--- src/rtl/sme_host_driver.sv ---
// Host-side byte streamer for the string-matching engine.
// Buffers a string and a pattern, streams them out, then holds the engine result.
module sme_host_driver #(
    parameter int BYTE        = 8,
    parameter int MAX_STRING  = 32,
    parameter int MAX_PATTERN = 8,
    parameter int MAX_STR_ADD = 5,
    parameter int MAX_PAT_ADD = 3,
    parameter int TIMEOUT_CYC = 1023
) (
    input  logic                   clk,
    input  logic                   reset,
    input  logic                   ld_valid,
    output logic                   ld_ready,
    input  logic                   ld_sel,
    input  logic [BYTE-1:0]        ld_data,
    input  logic                   start,
    output logic                   busy,
    output logic                   start_err,
    output logic                   ovf_err,
    output logic [BYTE-1:0]        chardata,
    output logic                   isstring,
    output logic                   ispattern,
    input  logic                   sme_valid,
    input  logic                   sme_match,
    input  logic [MAX_STR_ADD-1:0] sme_index,
    output logic                   res_valid,
    input  logic                   res_ready,
    output logic                   res_match,
    output logic [MAX_STR_ADD-1:0] res_index,
    output logic                   res_timeout
);

    localparam int SLW = MAX_STR_ADD + 1;
    localparam int PLW = MAX_PAT_ADD + 1;
    localparam int CW  = $clog2(TIMEOUT_CYC + 1);

    typedef enum logic [2:0] {
        IDLE,
        SEND_STR,
        SEND_PAT,
        WAIT_RES,
        DONE
    } state_t;

    state_t state, state_d;

    logic [BYTE-1:0] str_buf [MAX_STRING];
    logic [BYTE-1:0] pat_buf [MAX_PATTERN];
    logic [SLW-1:0]  str_len;
    logic [PLW-1:0]  pat_len;

    logic [MAX_STR_ADD-1:0] idx, idx_d;
    logic [CW-1:0]          cnt, cnt_d;
    logic [BYTE-1:0]        chardata_d;
    logic                   isstring_d, ispattern_d;
    logic                   res_match_d, res_timeout_d;
    logic [MAX_STR_ADD-1:0] res_index_d;
    logic                   start_err_d;

    logic ld_fire, can_start, str_last, pat_last, done_fire;
    logic str_full, pat_full;

    assign ld_ready  = (state == IDLE);
    assign busy      = (state != IDLE);
    assign res_valid = (state == DONE);

    assign ld_fire   = ld_valid && ld_ready;
    assign done_fire = (state == DONE) && res_ready;
    assign can_start = (str_len != '0) && (pat_len != '0);
    assign str_full  = (str_len == SLW'(MAX_STRING));
    assign pat_full  = (pat_len == PLW'(MAX_PATTERN));
    assign str_last  = ({1'b0, idx} == str_len - SLW'(1));
    assign pat_last  = (idx == MAX_STR_ADD'(pat_len - PLW'(1)));

    // Engine-facing outputs are computed one cycle ahead and registered.
    always_comb begin
        state_d       = state;
        idx_d         = idx;
        cnt_d         = cnt;
        chardata_d    = '0;
        isstring_d    = 1'b0;
        ispattern_d   = 1'b0;
        res_match_d   = res_match;
        res_index_d   = res_index;
        res_timeout_d = res_timeout;
        start_err_d   = 1'b0;
        unique case (state)
            IDLE: begin
                if (start) begin
                    if (can_start) begin
                        state_d    = SEND_STR;
                        idx_d      = '0;
                        chardata_d = str_buf[0];
                        isstring_d = 1'b1;
                    end else begin
                        start_err_d = 1'b1;
                    end
                end
            end
            SEND_STR: begin
                if (str_last) begin
                    state_d     = SEND_PAT;
                    idx_d       = '0;
                    chardata_d  = pat_buf[0];
                    ispattern_d = 1'b1;
                end else begin
                    idx_d      = idx + MAX_STR_ADD'(1);
                    chardata_d = str_buf[idx_d];
                    isstring_d = 1'b1;
                end
            end
            SEND_PAT: begin
                if (pat_last) begin
                    state_d = WAIT_RES;
                    idx_d   = '0;
                    cnt_d   = '0;
                end else begin
                    idx_d       = idx + MAX_STR_ADD'(1);
                    chardata_d  = pat_buf[idx_d[MAX_PAT_ADD-1:0]];
                    ispattern_d = 1'b1;
                end
            end
            WAIT_RES: begin
                if (sme_valid) begin
                    state_d       = DONE;
                    res_match_d   = sme_match;
                    res_index_d   = sme_index;
                    res_timeout_d = 1'b0;
                end else if (cnt == CW'(TIMEOUT_CYC - 1)) begin
                    state_d       = DONE;
                    res_match_d   = 1'b0;
                    res_index_d   = '0;
                    res_timeout_d = 1'b1;
                end else begin
                    cnt_d = cnt + CW'(1);
                end
            end
            DONE: begin
                if (res_ready) begin
                    state_d = IDLE;
                end
            end
            default: state_d = IDLE;
        endcase
    end

    always_ff @(posedge clk) begin
        if (!reset) begin
            state       <= IDLE;
            idx         <= '0;
            cnt         <= '0;
            chardata    <= '0;
            isstring    <= 1'b0;
            ispattern   <= 1'b0;
            res_match   <= 1'b0;
            res_index   <= '0;
            res_timeout <= 1'b0;
            start_err   <= 1'b0;
        end else begin
            state       <= state_d;
            idx         <= idx_d;
            cnt         <= cnt_d;
            chardata    <= chardata_d;
            isstring    <= isstring_d;
            ispattern   <= ispattern_d;
            res_match   <= res_match_d;
            res_index   <= res_index_d;
            res_timeout <= res_timeout_d;
            start_err   <= start_err_d;
        end
    end

    // Buffers are single-use: a completed result handshake empties them.
    always_ff @(posedge clk) begin
        if (!reset) begin
            str_len <= '0;
            pat_len <= '0;
            ovf_err <= 1'b0;
        end else if (done_fire) begin
            str_len <= '0;
            pat_len <= '0;
            ovf_err <= 1'b0;
        end else if (ld_fire) begin
            if (!ld_sel) begin
                if (str_full) ovf_err <= 1'b1;
                else          str_len <= str_len + SLW'(1);
            end else begin
                if (pat_full) ovf_err <= 1'b1;
                else          pat_len <= pat_len + PLW'(1);
            end
        end
    end

    always_ff @(posedge clk) begin
        if (reset && ld_fire && !ld_sel && !str_full) begin
            str_buf[str_len[MAX_STR_ADD-1:0]] <= ld_data;
        end
        if (reset && ld_fire && ld_sel && !pat_full) begin
            pat_buf[pat_len[MAX_PAT_ADD-1:0]] <= ld_data;
        end
    end

endmodule

--- config.mk ---
export PLATFORM = sky130hd
export DESIGN_NAME = sme_host_driver
export DESIGN_NICKNAME = d
export VERILOG_FILES = /design/src/rtl/sme_host_driver.sv
export SDC_FILE = /design/constraint.sdc
export NUM_CORES = 1
export LEC_CHECK = 0
export CORE_ASPECT_RATIO = 0.6
export CORE_UTILIZATION = 45
export CTS_CLUSTER_SIZE = 12
export DETAILED_ROUTE_END_ITERATION = 7
export HOLD_SLACK_MARGIN = 0.06
export PLACE_DENSITY = 0.68
export SLEW_MARGIN = 10
export SYNTH_ARGS = -nofsm -noshare
export SYNTH_HDL_FRONTEND = slang
export SYNTH_SLANG_ARGS = --single-unit
--- constraint.sdc ---
create_clock -name clk -period 6.2 [get_ports clk]
set_clock_uncertainty 0.15 [all_clocks]
set_input_delay 1.24 -clock clk [delete_from_list [all_inputs] [get_ports clk]]
set_output_delay 1.24 -clock clk [all_outputs]
set_load 0.02 [all_outputs]
After elaboration in Yosys (flattened, before gate mapping)
Memories as Yosys holds them, arrays and structs flattened.
Index checks and enable logic that the tools add are counted.
{"block": "op_classes", "magnitude_cmp": 0, "reduce_logical": 28, "add_sub_neg": 6, "n_shift": 0, "n_div": 0, "n_mux": 43, "n_bitwise": 4, "eq_ne": 18, "multipliers": 0}
{"op": "$mux W8", "count": 4}
{"op": "$mux W10", "count": 3}
{"op": "$mux W5", "count": 6}
{"op": "$pmux W8 S3", "count": 1}
{"op": "$mux W3", "count": 7}
{"op": "$pmux W10 S2", "count": 1}
{"op": "$mux W1", "count": 17}
{"op": "$pmux W3 S5", "count": 1}
{"op": "$pmux W5 S3", "count": 1}
{"op": "$reduce_and A3 Y1", "count": 5}
{"op": "$add A10 B1 Y10 const B", "count": 1}
{"op": "$eq A10 B10 Y1 const B", "count": 1}
{"op": "$logic_and A1 B1 Y1", "count": 8}
{"op": "$ne A2 B1 Y1 const B", "count": 4}
{"op": "$ne A2 B2 Y1 const B", "count": 4}
{"op": "$add A6 B1 Y6 const B", "count": 1}
{"op": "$eq A3 B2 Y1 const B", "count": 2}
{"op": "$eq A5 B6 Y1", "count": 1}
{"op": "$eq A6 B6 Y1 const B", "count": 1}
{"op": "$reduce_and A6 Y1", "count": 1}
{"op": "$reduce_bool A2 Y1", "count": 3}
{"op": "$reduce_bool A3 Y1", "count": 2}
{"op": "$reduce_bool A6 Y1", "count": 1}
{"op": "$sub A6 B1 Y6 const B", "count": 1}
{"op": "other kinds (16)", "count": 22}
{"block": "word_totals", "elab_cells": 114, "memories": 2, "mem_bits_ro": 0, "output_inout_bits": 22, "mem_bits_rw": 320, "ff_bits": 47, "latchBits": 0}
{"memory": "str_buf", "words": 32, "word_bits": 8, "read_ports": 2, "rd_ports_with_merged_regs": 0, "wr": 1, "line": "48", "text": "logic [BYTE-1:0] str_buf [MAX_STRING];"}
{"memory": "pat_buf", "words": 8, "word_bits": 8, "read_ports": 2, "rd_ports_with_merged_regs": 0, "wr": 1, "line": "49", "text": "logic [BYTE-1:0] pat_buf [MAX_PATTERN];"}

Logic depth before layout (Yosys ltp)
{"block": "logic_depth", "depth_word": 7, "ltp_mapped": 10, "depth_no_buf": 8}

Least setup slack after synthesis
OpenSTA, ideal clock, no wires.
{"block": "synth_timing", "path_type": "input to register", "start": "input reset", "end": "memory pat_buf[0][0], enable pin", "arrival_ns": 2.814, "slack_ns": 2.841, "cell_stages": 4, "required_ns": 5.655, "n_path_buf": 2, "setup_time_ns": 0.395, "cell_sequence": "clkbuf_1 > clkbuf_1 > nand2_1 > nor4_1"}
{"block": "synth_via", "elab_chain_len": 5}
{"item": "from (decl)", "line": "12", "text": "input logic reset,"}
{"item": "$logic_and A1 B1 Y1 (3 in series)", "line": "199", "text": "if (reset && ld_fire && ld_sel && !pat_full) begin"}
{"item": "$mux W1", "line": "199"}
{"item": "$mux W1 (not written as such)", "line": "200", "text": "pat_buf[pat_len[MAX_PAT_ADD-1:0]] <= ld_data;"}
{"item": "to (decl)", "line": "49"}
Every way passes these cells.

Worst setup path in the final report
{"block": "layout_timing", "start": "input reset", "end": "memory str_buf[20][1], enable pin"}
{"block": "layout_via", "elab_chain_len": 5}
{"item": "$logic_and A1 B1 Y1 (3 in series)", "line": "196", "text": "if (reset && ld_fire && !ld_sel && !str_full) begin"}
{"item": "$mux W1", "line": "196"}
{"item": "$mux W1 (not written as such)", "line": "197", "text": "str_buf[str_len[MAX_STR_ADD-1:0]] <= ld_data;"}
{"item": "to (decl)", "line": "48"}
Every way passes these cells.

==> qor.csv <==
stage,metric,value,unit
final_layout,n_diodes,0,
placement,Port Buf Inserts,42,
synthesis,"flops & latches, synth",367,
worst_setup_path,Required @ worst endpoint,6.22,ns
clocking,CTS tree,built,
floorplanning,site row count,51,
flow_run,max cap viols,0,
timing,Slew @ Worst Pin,1.17,ns
timing,Relative slew margins,21.5,%
timing,f_max,257,MHz
worst_setup_path,Worst path max stage delay,1.09,ns
worst_setup_path,R2R Setup Slk,2.34,ns
hold_path,min-delay worst type,flip-flop to flip-flop,
synthesis,number of synthesis warnings,0,
floorplanning,Core Box Area,32800,um^2
final_layout,layout cells sized above 1,16.7,%
final_layout,most frequent cells in the layout,"320 x edfxtp_1, 103 x nand2_1, 80 x mux4_2",
final_layout,Layout Area Growth over Synthesis,13.2,%
global_routing,global route hottest layer,met1,
synthesis,post-synthesis net count,970,
floorplanning,die width,239,um
clocking,"Reg clk slew, reported paths",0.06,ns
worst_setup_path,Worst Setup End Kind,flip-flop,
global_routing,GR Util met2,28.8,%
global_routing,vias in the first global route,8318,
clocking,post-cts sizing count,0,
final_layout,Reg area,10600,um^2
power_and_ir_drop,Leak Pwr,5.26,nW
placement,final RePlAce weighted congestion,0.913,
final_layout,nets,1013,
timing,max-slew violation count,0,
timing,RSZ-0062 raised after global routing,no,
worst_setup_path,"Slowest-stage cell, CP",clkdlybuf4s50_1,
route,DRC viols,0,
timing,"Setup violations, final",0,
worst_setup_path,Crit Path Max Fanout,24,
global_routing,pin count of the biggest net entering global routing,52,
floorplanning,Die Ht,144,um
synthesis,Post-synth EDFFs,320,
route,DRT Pass-1 Iters,5,
worst_setup_path,Top delay family on crit path,simple AND/OR/NAND/NOR gates,
floorplanning,die area,34500,um^2
final_layout,"commonest non-fill, non-tap cell in the layout",edfxtp_1,
global_routing,initial antenna violation count,1,
timing,hold slack,0.346,ns
synthesis,synthesized area,15200,um^2
worst_setup_path,CP cell instances,"clkdlybuf4s50_1, nand3_1, nor2_1",
power_and_ir_drop,VDD IR max,0.176,mV
synthesis,post-synthesis sequential area ratio,69.5,%
synthesis,Yosys cell types,63,
worst_setup_path,Worst Path Buf+Inv,1,
placement,hpwl dp,24.0,mm
timing,period utilization,62.7,%
timing,Final Hold Vio Count,0,
route,Vias,8698,
timing,setup TNS,0,ns
timing,final setup margin,2.31,ns
floorplanning,initial core utilization,46.3,%
synthesis,ys async rst share,0,%
clocking,clk sink count,367,
timing,post-layout min period,3.89,ns
clocking,worst-case clock buffer depth,3,
worst_setup_path,Setup CP Type,input port to flip-flop,
global_routing,grt ovf,0,
worst_setup_path,arrival time worst endpoint,3.91,ns
clocking,CTS H-tree depth,2,
synthesis,syn avg cell area,16.2,um^2
route,antenna-violating nets left,0,
final_layout,area occupied by multi-input gates,4400,um^2
worst_setup_path,Critical Path Start Type,input port,
synthesis,Synth Instances,939,
route,Routed WL,37.5,mm
synthesis,"Primary FF master, synth",edfxtp_1,
global_routing,first-pass GRT wire length,56.4,mm
clocking,clk_lat worst skew,0.55,ns
clocking,CTS Buf Count,37,
clocking,clk root buf,clkbuf_16,
clocking,"Hold-fix buffers, CTS",0,
global_routing,GRT met3 Usage,8.15,%
route,drt initial violations,1286,
floorplanning,I/O Pins,43,
status,status,"finished, final reports clean",
route,per-cell routed wire length,25.8,um
route,Vias/cell,5.99,
final_layout,fill count,2662,
power_and_ir_drop,Cell Pwr Density,287,nW/um^2
global_routing,GRT met1 Usage,36.6,%
placement,pre-CTS setup slack,1.79,ns
clocking,Post-CTS Setup Inserts,0,
global_routing,gr usage total,22.8,%
## cell usage after synthesis (8+ instances only)
library cell    n  area, um^2
nor2_1         63         236
ha_1           10         125
o2111ai_2       8         120
a21oi_1        10        50.1
nand2_1       103         387
mux4_2         80        1800
xnor2_1        11        96.3
nand3_1        39         195
buf_2          20         100
mux2i_1        14         140
clkbuf_1       26        97.6
inv_1          20        75.1
o21ai_0         8        40.0
nor2b_1        16         100
dfxtp_1        47         941
xor2_1          9        78.8
nor3_1         10        50.1
edfxtp_1      320        9610
a21o_1          9        67.6
nand4_1        15        93.8
a32oi_1         8        70.1
## area by class of cell
| cell class | instances | area share, % |
|---|---|---|
| Clock inverter | 5 | 0.313 |
| Sequential cell | 367 | 61.4 |
| Tap cell | 450 | 3.28 |
| Multi-Input combinational cell | 499 | 25.6 |
| Inverter | 20 | 0.437 |
| Timing Repair Buffer | 57 | 3.10 |
| Clock buffer | 54 | 5.87 |
## final timing paths
kind	startpoint	end	cells after the start
worst min-delay path	ovf_err	ovf_err	2
worst max-delay path	reset	str_buf[20][1]	3
worst min register to register	ovf_err	ovf_err	2
worst max register to register	str_len[2]	str_buf[20][1]	5
## registers in the layout (all words and copies together) (netlist names), 4 cells and up
signal / flops
pat_len: 4
cnt: 10
pat_buf: 64
res_index: 5
str_len: 6
str_buf: 256
chardata: 8
idx: 5
## per-layer routing
metal	vias to the layer above	routed length [um]
met5	-	19
met4	2	450
met3	45	4590
met2	424	14700
met1	4480	17800
li1	3747	-
## worst min-delay path: stages (launching register included)
cell and delay, ns:
dfxtp_1 0.33, a41oi_1 0.05, nor2_1 0.08
## per-stage QoR
step / utilization [%] / cells / power (W) / area, um^2
2_1_floorplan: - / 939 / 0.00285 / 15200
3_3_place_gp: 49.1 / 1393 / 0.00294 / 16100
3_5_place_dp: 49.1 / 1393 / 0.00294 / 16100
4_1_cts: 52.4 / 1452 / 0.00497 / 17200
5_1_grt: 52.4 / 1452 / 0.00507 / 17200
6_report: 52.4 / 1452 / 0.00494 / 17200
## cell families (layout without fill, tap and decap cells)
kind of cell / after synthesis / in the layout / share of synthesized area (%)
XOR/XNOR: 20 / 20 / 1.15
buffers and inverters: 73 / 136 / 2.04
AND/OR/NAND/NOR: 286 / 286 / 9.07
flip-flops: 367 / 367 / 69.5
multiplexers: 94 / 94 / 12.8
adder cells (fa/ha/maj): 10 / 10 / 0.824
AO/OA/AOI/OAI: 89 / 89 / 4.67
## power breakdown
group / internal, W / switching, W / leakage, nW
Combinational: 0.0000715 / 0.000111 / 1.49
Sequential: 0.00269 / 0.0000176 / 3.26
Clock: 0.00113 / 0.000918 / 0.512
No activity file was read; power rests on OpenSTA's default activity.
